[src/rtl/ifc_fork_if.sv]
// Bundle of the put port (x) and the two get ports (a, b) of ifc_fork.
// Handshake: a method fires on a cycle where its enable and its ready are both high; an enable without ready is ignored.
interface ifc_fork_if #(
   parameter int WIDTH = 1
);
   logic             x_en;
   logic [WIDTH-1:0] x_data;
   logic             x_rdy;
   logic             a_en;
   logic [WIDTH-1:0] a_data;
   logic             a_rdy;
   logic             b_en;
   logic [WIDTH-1:0] b_data;
   logic             b_rdy;

   modport slave (
      input  x_en, x_data, a_en, b_en,
      output x_rdy, a_data, a_rdy, b_data, b_rdy
   );

   modport master (
      output x_en, x_data, a_en, b_en,
      input  x_rdy, a_data, a_rdy, b_data, b_rdy
   );
endinterface

[src/rtl/ifc_fork.sv]
// Fan-out of one put stream into two independently drained FIFOs (index 0 feeds port a, index 1 feeds port b).
// A put lands in both FIFOs in the same cycle or in neither.
module ifc_fork #(
   parameter int WIDTH = 1,
   parameter int DEPTH = 2
) (
   input  logic        CLK,
   input  logic        RST_N,
   ifc_fork_if.slave   io
);
   localparam int PW = $clog2(DEPTH);
   localparam int CW = $clog2(DEPTH + 1);
   localparam logic [CW-1:0] FULL = CW'(DEPTH);

   logic [WIDTH-1:0] mem    [2][DEPTH];
   logic [PW-1:0]    wr_ptr [2];
   logic [PW-1:0]    rd_ptr [2];
   logic [CW-1:0]    count  [2];

   logic       put;
   logic       put_rdy;
   logic [1:0] get_en;
   logic [1:0] not_empty;
   logic [1:0] get;

   // Full is judged from the counts alone, so a same-cycle dequeue never opens the put port.
   assign put_rdy   = RST_N && (count[0] < FULL) && (count[1] < FULL);
   assign put       = io.x_en && put_rdy;
   assign get_en    = {io.b_en, io.a_en};
   assign not_empty = {(count[1] != '0), (count[0] != '0)};
   assign get       = get_en & not_empty;

   always_ff @(posedge CLK or negedge RST_N) begin
      if (!RST_N) begin
         for (int f = 0; f < 2; f++) begin
            wr_ptr[f] <= '0;
            rd_ptr[f] <= '0;
            count[f]  <= '0;
            for (int e = 0; e < DEPTH; e++) begin
               mem[f][e] <= '0;
            end
         end
      end else begin
         for (int f = 0; f < 2; f++) begin
            if (put) begin
               mem[f][wr_ptr[f]] <= io.x_data;
               wr_ptr[f]         <= wr_ptr[f] + 1'b1;
            end
            if (get[f]) begin
               rd_ptr[f] <= rd_ptr[f] + 1'b1;
            end
            if (put && !get[f]) begin
               count[f] <= count[f] + 1'b1;
            end else if (!put && get[f]) begin
               count[f] <= count[f] - 1'b1;
            end
         end
      end
   end

   assign io.x_rdy  = put_rdy;
   assign io.a_rdy  = not_empty[0];
   assign io.b_rdy  = not_empty[1];
   assign io.a_data = mem[0][rd_ptr[0]];
   assign io.b_data = mem[1][rd_ptr[1]];

endmodule

[src/flat_wrapper.sv]
// flat-port wrapper written by rule: the top's interface ports become plain ports
module ifc_fork_flat 
#(
   parameter int WIDTH = 1,
   parameter int DEPTH = 2
)
  (CLK, RST_N, io_x_en, io_x_data, io_a_en, io_b_en, io_x_rdy, io_a_data, io_a_rdy, io_b_data, io_b_rdy);
  ifc_fork_if #(.WIDTH(WIDTH)) io_i ();
  input  logic CLK;
  input  logic RST_N;
  input wire logic [$bits(io_i.x_en)-1:0] io_x_en;
  input wire logic [$bits(io_i.x_data)-1:0] io_x_data;
  input wire logic [$bits(io_i.a_en)-1:0] io_a_en;
  input wire logic [$bits(io_i.b_en)-1:0] io_b_en;
  output wire logic [$bits(io_i.x_rdy)-1:0] io_x_rdy;
  output wire logic [$bits(io_i.a_data)-1:0] io_a_data;
  output wire logic [$bits(io_i.a_rdy)-1:0] io_a_rdy;
  output wire logic [$bits(io_i.b_data)-1:0] io_b_data;
  output wire logic [$bits(io_i.b_rdy)-1:0] io_b_rdy;
  assign io_i.x_en = io_x_en;
  assign io_i.x_data = io_x_data;
  assign io_i.a_en = io_a_en;
  assign io_i.b_en = io_b_en;
  assign io_x_rdy = io_i.x_rdy;
  assign io_a_data = io_i.a_data;
  assign io_a_rdy = io_i.a_rdy;
  assign io_b_data = io_i.b_data;
  assign io_b_rdy = io_i.b_rdy;
  ifc_fork #(.WIDTH(WIDTH), .DEPTH(DEPTH)) u_core (.CLK(CLK), .RST_N(RST_N), .io(io_i));
endmodule
[config.mk]
export PLATFORM = sky130hd
export DESIGN_NAME = ifc_fork_flat
export DESIGN_NICKNAME = d
export VERILOG_FILES = /design/src/rtl/ifc_fork_if.sv /design/src/rtl/ifc_fork.sv /design/src/flat_wrapper.sv
export SDC_FILE = /design/constraint.sdc
export NUM_CORES = 1
export LEC_CHECK = 0
export CORE_MARGIN = 2
export CORE_UTILIZATION = 29
export CTS_CLUSTER_DIAMETER = 40
export DETAILED_ROUTE_END_ITERATION = 6
export GPL_TIMING_DRIVEN = 0
export SYNTH_ARGS = -nofsm -noshare
export SYNTH_HDL_FRONTEND = slang
export SYNTH_SLANG_ARGS = --single-unit
[constraint.sdc]
create_clock -name CLK -period 1.65 [get_ports CLK]
set_input_delay 0.495 -clock CLK [delete_from_list [all_inputs] [get_ports CLK]]
set_output_delay 0.495 -clock CLK [all_outputs]
set_load 0.005 [all_outputs]
==> impl_summary.md <==
Run status
The flow ran to the end, but the final reports show violations. The final reports fail on setup timing.

Layout
The total area of multi-input combinational cells is 322 um^2. The net count of the finished layout is 78. The post-route netlist has 55.1% of its cells at a drive strength greater than 1. The number of inserted diodes is 0. The number of standard cells in the final layout excluding fillers is 94.

The area growth from synthesis to layout is 55.8%. The flip-flop and latch area is 300 um^2. After filler insertion, the fill cell instance count of the layout stands at 169.

Logic synthesis
The area of the mapped netlist is 563 um^2. By area the synthesized netlist is led by sky130_fd_sc_hd__dfrtp_1, sky130_fd_sc_hd__xor2_1, sky130_fd_sc_hd__xnor2_1, sky130_fd_sc_hd__mux2_4, sky130_fd_sc_hd__ha_1. The count of mapped cells out of synthesis is 43. The number of distinct library cell variants in the gate-level netlist after synthesis is 14. The flop and latch count out of synthesis is 12. Sequential elements use 53.3% of the synthesized area.

The leading area contributor after synthesis is sky130_fd_sc_hd__dfrtp_1. The number of warnings reported in the yosys synthesis log is 0. The share of synthesized area in the top cell type comes to 53.3%. A synthesized cell averages 13.1 um^2.

The net count after synthesis is 51.

Clocking
The TritonCTS buffer count is 3. The maximum buffer depth of the clock tree is 2. Clock-pin slew was measured on the worst setup and hold paths at 0.08 ns. CTS built an H-tree with a depth of 1.

Hold repair after CTS inserted 0 buffers. In this run the clock root is driven by a sky130_fd_sc_hd__clkbuf_4. The clock reaches the later pin of the worst-skew pair after 0.28 ns. The clock tree from TritonCTS is yes. For this design, the sink count on the clock tree is 12.

Die
The number of ports placed on the die boundary is 11. The floorplan has 15 rows. The initial utilization of the core area, before any placement, comes to 31.6%. In this run the standard cell core region covers 0.00178 mm^2.

The die outline height is 48.1 um. The die covers 0.00231 mm^2. Measured along the x axis, the die boundary spans 48.1 um.

Global route
The number of antenna violations at the first check in global routing was 0. Entering global routing, the biggest net connects 15 pins. The combined global-route utilization of all metal layers is 10.8%. The global-route track usage on met1 is 13.7%. The number of global-route vias before repair was 371. The peak-usage layer in the global routing report is met2. The global-route met3 utilization is 6.79%. For this run the aggregate overflow at the end of global routing stands at 0. The first-pass GRT wire length is 1570 um. Global routing consumed, on the met2 layer, 14.4% of the routing resources.

Power
In this run, the clock network consumes 15.1% of the power. The cell-internal power is 1.11 mW. The share of total power dissipated in sequential elements is 34.6%.

VDD sags by at most 0.000687 V. The static leakage power is 0.421 nW. Net switching is 29.8% of the power. The power per cell area is 1800 mW/mm^2.

The combinational share of power is 50.4%. The switching component of the power is 0.470 mW.

Place
The number of instances in the placed design is 78. Routability-driven placement finished with a final weighted congestion of 0.698. OpenSTA, run right after detailed placement, puts the worst setup slack at -0.999 ns. The total of buffers placed on input and output ports is 10. The half-perimeter wire length of the detailed placement result is 584 um.

STA
At the pin with the least slew margin, the transition time is 0.193 ns. The number of hold-slack violations in the final timing report came to 0. The share of the clock period used by the worst path is 101%. Headroom to the max-slew limit came out at 86.9%. Setup violations remaining at the end of the flow were counted as 2. The count of final max-slew check failures was 0. The post-route clock skew is 0.00777 ns.

The final critical delay including setup and external delays is 1.67 ns. The tightest hold path in the finished design has a slack of 0.0110 ns. The least setup slack across all paths after layout is -0.0163 ns. Setup repair after global routing could not meet its margin everywhere. Derived from the worst setup path, the maximum achievable clock frequency is 600 MHz.

Detailed routing
The final wirelength is 999 um. The initial detailed-routing violation count is 3. The number of detailed-routing iterations run before antenna repair is 2. For this run, design rule violations remaining after detail routing come to 0. The routed length per placed instance is 10.6 um. Using the TritonRoute via totals, the vias-per-cell ratio works out to 4.05.

The remaining antenna violation count after routing is 0. The detailed router placed 381 vias in this run.

Flow run
The tool flagged a number of max-cap violations equal to 0.

Setup path
Of all nets on the critical path, the largest fanout is 6. The critical path is of the flop to flop type. The worst setup path is launched from a flop. The worst setup path is captured at a flop. For the worst flop-to-flop path, the logic depth is 6. Data on the critical path is required at its endpoint by 1.81 ns.

The arrival time at the worst endpoint is 1.83 ns.

Min path
In this run the worst hold path is classified as primary input to asynchronous set/reset pin.
[Yosys cell counts (all sizes together)]
cell type,n
buf,1
ha,2
xor2,6
xnor2,4
nor2,2
and2b,2
nor4bb,1
nor3b,1
nand2,4
mux2,6
or2,2
dfrtp,12
[cell type report]
| class | instances | area share, % |
|---|---|---|
| well taps | 25 | 3.57 |
| plain buffers | 1 | 0.856 |
| repair buffers | 22 | 20.5 |
| flip-flops and latches | 12 | 34.2 |
| multi-input cells | 30 | 36.7 |
| clock buffers | 4 | 4.14 |
[critical path, cell delays in order (launching register included)]
cell and delay [ns]:
sky130_fd_sc_hd__dfrtp_1 0.41, sky130_fd_sc_hd__buf_6 0.13, sky130_fd_sc_hd__nor4bb_2 0.26, sky130_fd_sc_hd__buf_4 0.22, sky130_fd_sc_hd__buf_6 0.11, sky130_fd_sc_hd__and2b_1 0.13, sky130_fd_sc_hd__mux2_4 0.29
[power groups by stage]
stage | clock network [mW] | registers, mW | logic [mW]
2_1_floorplan | 0 | 0.546 | 0.343
3_3_place_gp | 0 | 0.572 | 0.517
3_5_place_dp | 0 | 0.577 | 0.518
4_1_cts | 0.244 | 0.545 | 0.719
5_1_grt | 0.258 | 0.567 | 0.893
6_report | 0.238 | 0.545 | 0.793
[stage by stage]
step	cell area, um^2	util [%]	setup TNS [ns]	power [mW]
finish	877	49.2	-0.0295	1.58
global route	877	49.2	-0.300	1.72
CTS	805	45.1	-0.135	1.51
detailed placement	694	38.9	-8.78	1.09
global placement	694	38.9	-8.68	1.09
floorplan	563	-	0	0.890
[cells by family after synthesis]
logic type | synth area share, %
and+or+nand+nor | 12.0
DFF | 53.3
xor gates and xnor gates | 15.6
muxes | 13.3
adders and majority gates | 4.44
buffers and inverters | 1.33
[state kept, by name, summed over array words and instances, names as in the netlist]
signal and count:
u_core.count 4, u_core.mem 4, u_core.rd_ptr 2, u_core.wr_ptr 2
[placed cells by master (no fill, tap or decap), drive strengths merged]
cell           Yosys  final
mux2               6      6
nor3b              1      1
buf                1     19
xor2               6      6
nand2              4      4
and2b              2      2
dfrtp             12     12
dlygate4sd2        0      1
nor4bb             1      1
or2                2      2
ha                 2      2
clkbuf             0      4
nor2               2      2
clkdlybuf4s50      0      3
xnor2              4      4
[what timing repair did]
| action | CTS | global route |
|---|---|---|
| pin swaps | 6 | 7 |
| setup buffers | 7 | 6 |
| gates cloned | 0 | 0 |
| endpoints found under the setup margin | 15 | 8 |
| gates resized for setup | 37 | 10 |
[path summary, 6_finish.rpt]
path | from | end | slack, ns
min | RST_N | u_core.count[0]$_DFFE_PN0P_ | 0.01
min in group CLK | u_core.wr_ptr[1]$_DFFE_PN0P_ | u_core.wr_ptr[1]$_DFFE_PN0P_ | 0.48
max in group asynchronous | RST_N | u_core.rd_ptr[1]$_DFFE_PN0P_ | 1.49
max | u_core.count[1]$_DFFE_PN0P_ | u_core.mem[3]$_DFFE_PN0P_ | -0.02
min reg2reg | u_core.wr_ptr[1]$_DFFE_PN0P_ | u_core.wr_ptr[1]$_DFFE_PN0P_ | 0.48
max reg2reg | u_core.count[1]$_DFFE_PN0P_ | u_core.mem[3]$_DFFE_PN0P_ | -0.02
[metal layers]
layer  routed length, um  vias to the layer above
met3                  63                        2
met2                 449                       12
met4                  19                        0
li1                    -                      190
met1                 467                      177
met5                   0                        -
No activity file was read; power rests on OpenSTA's default activity.
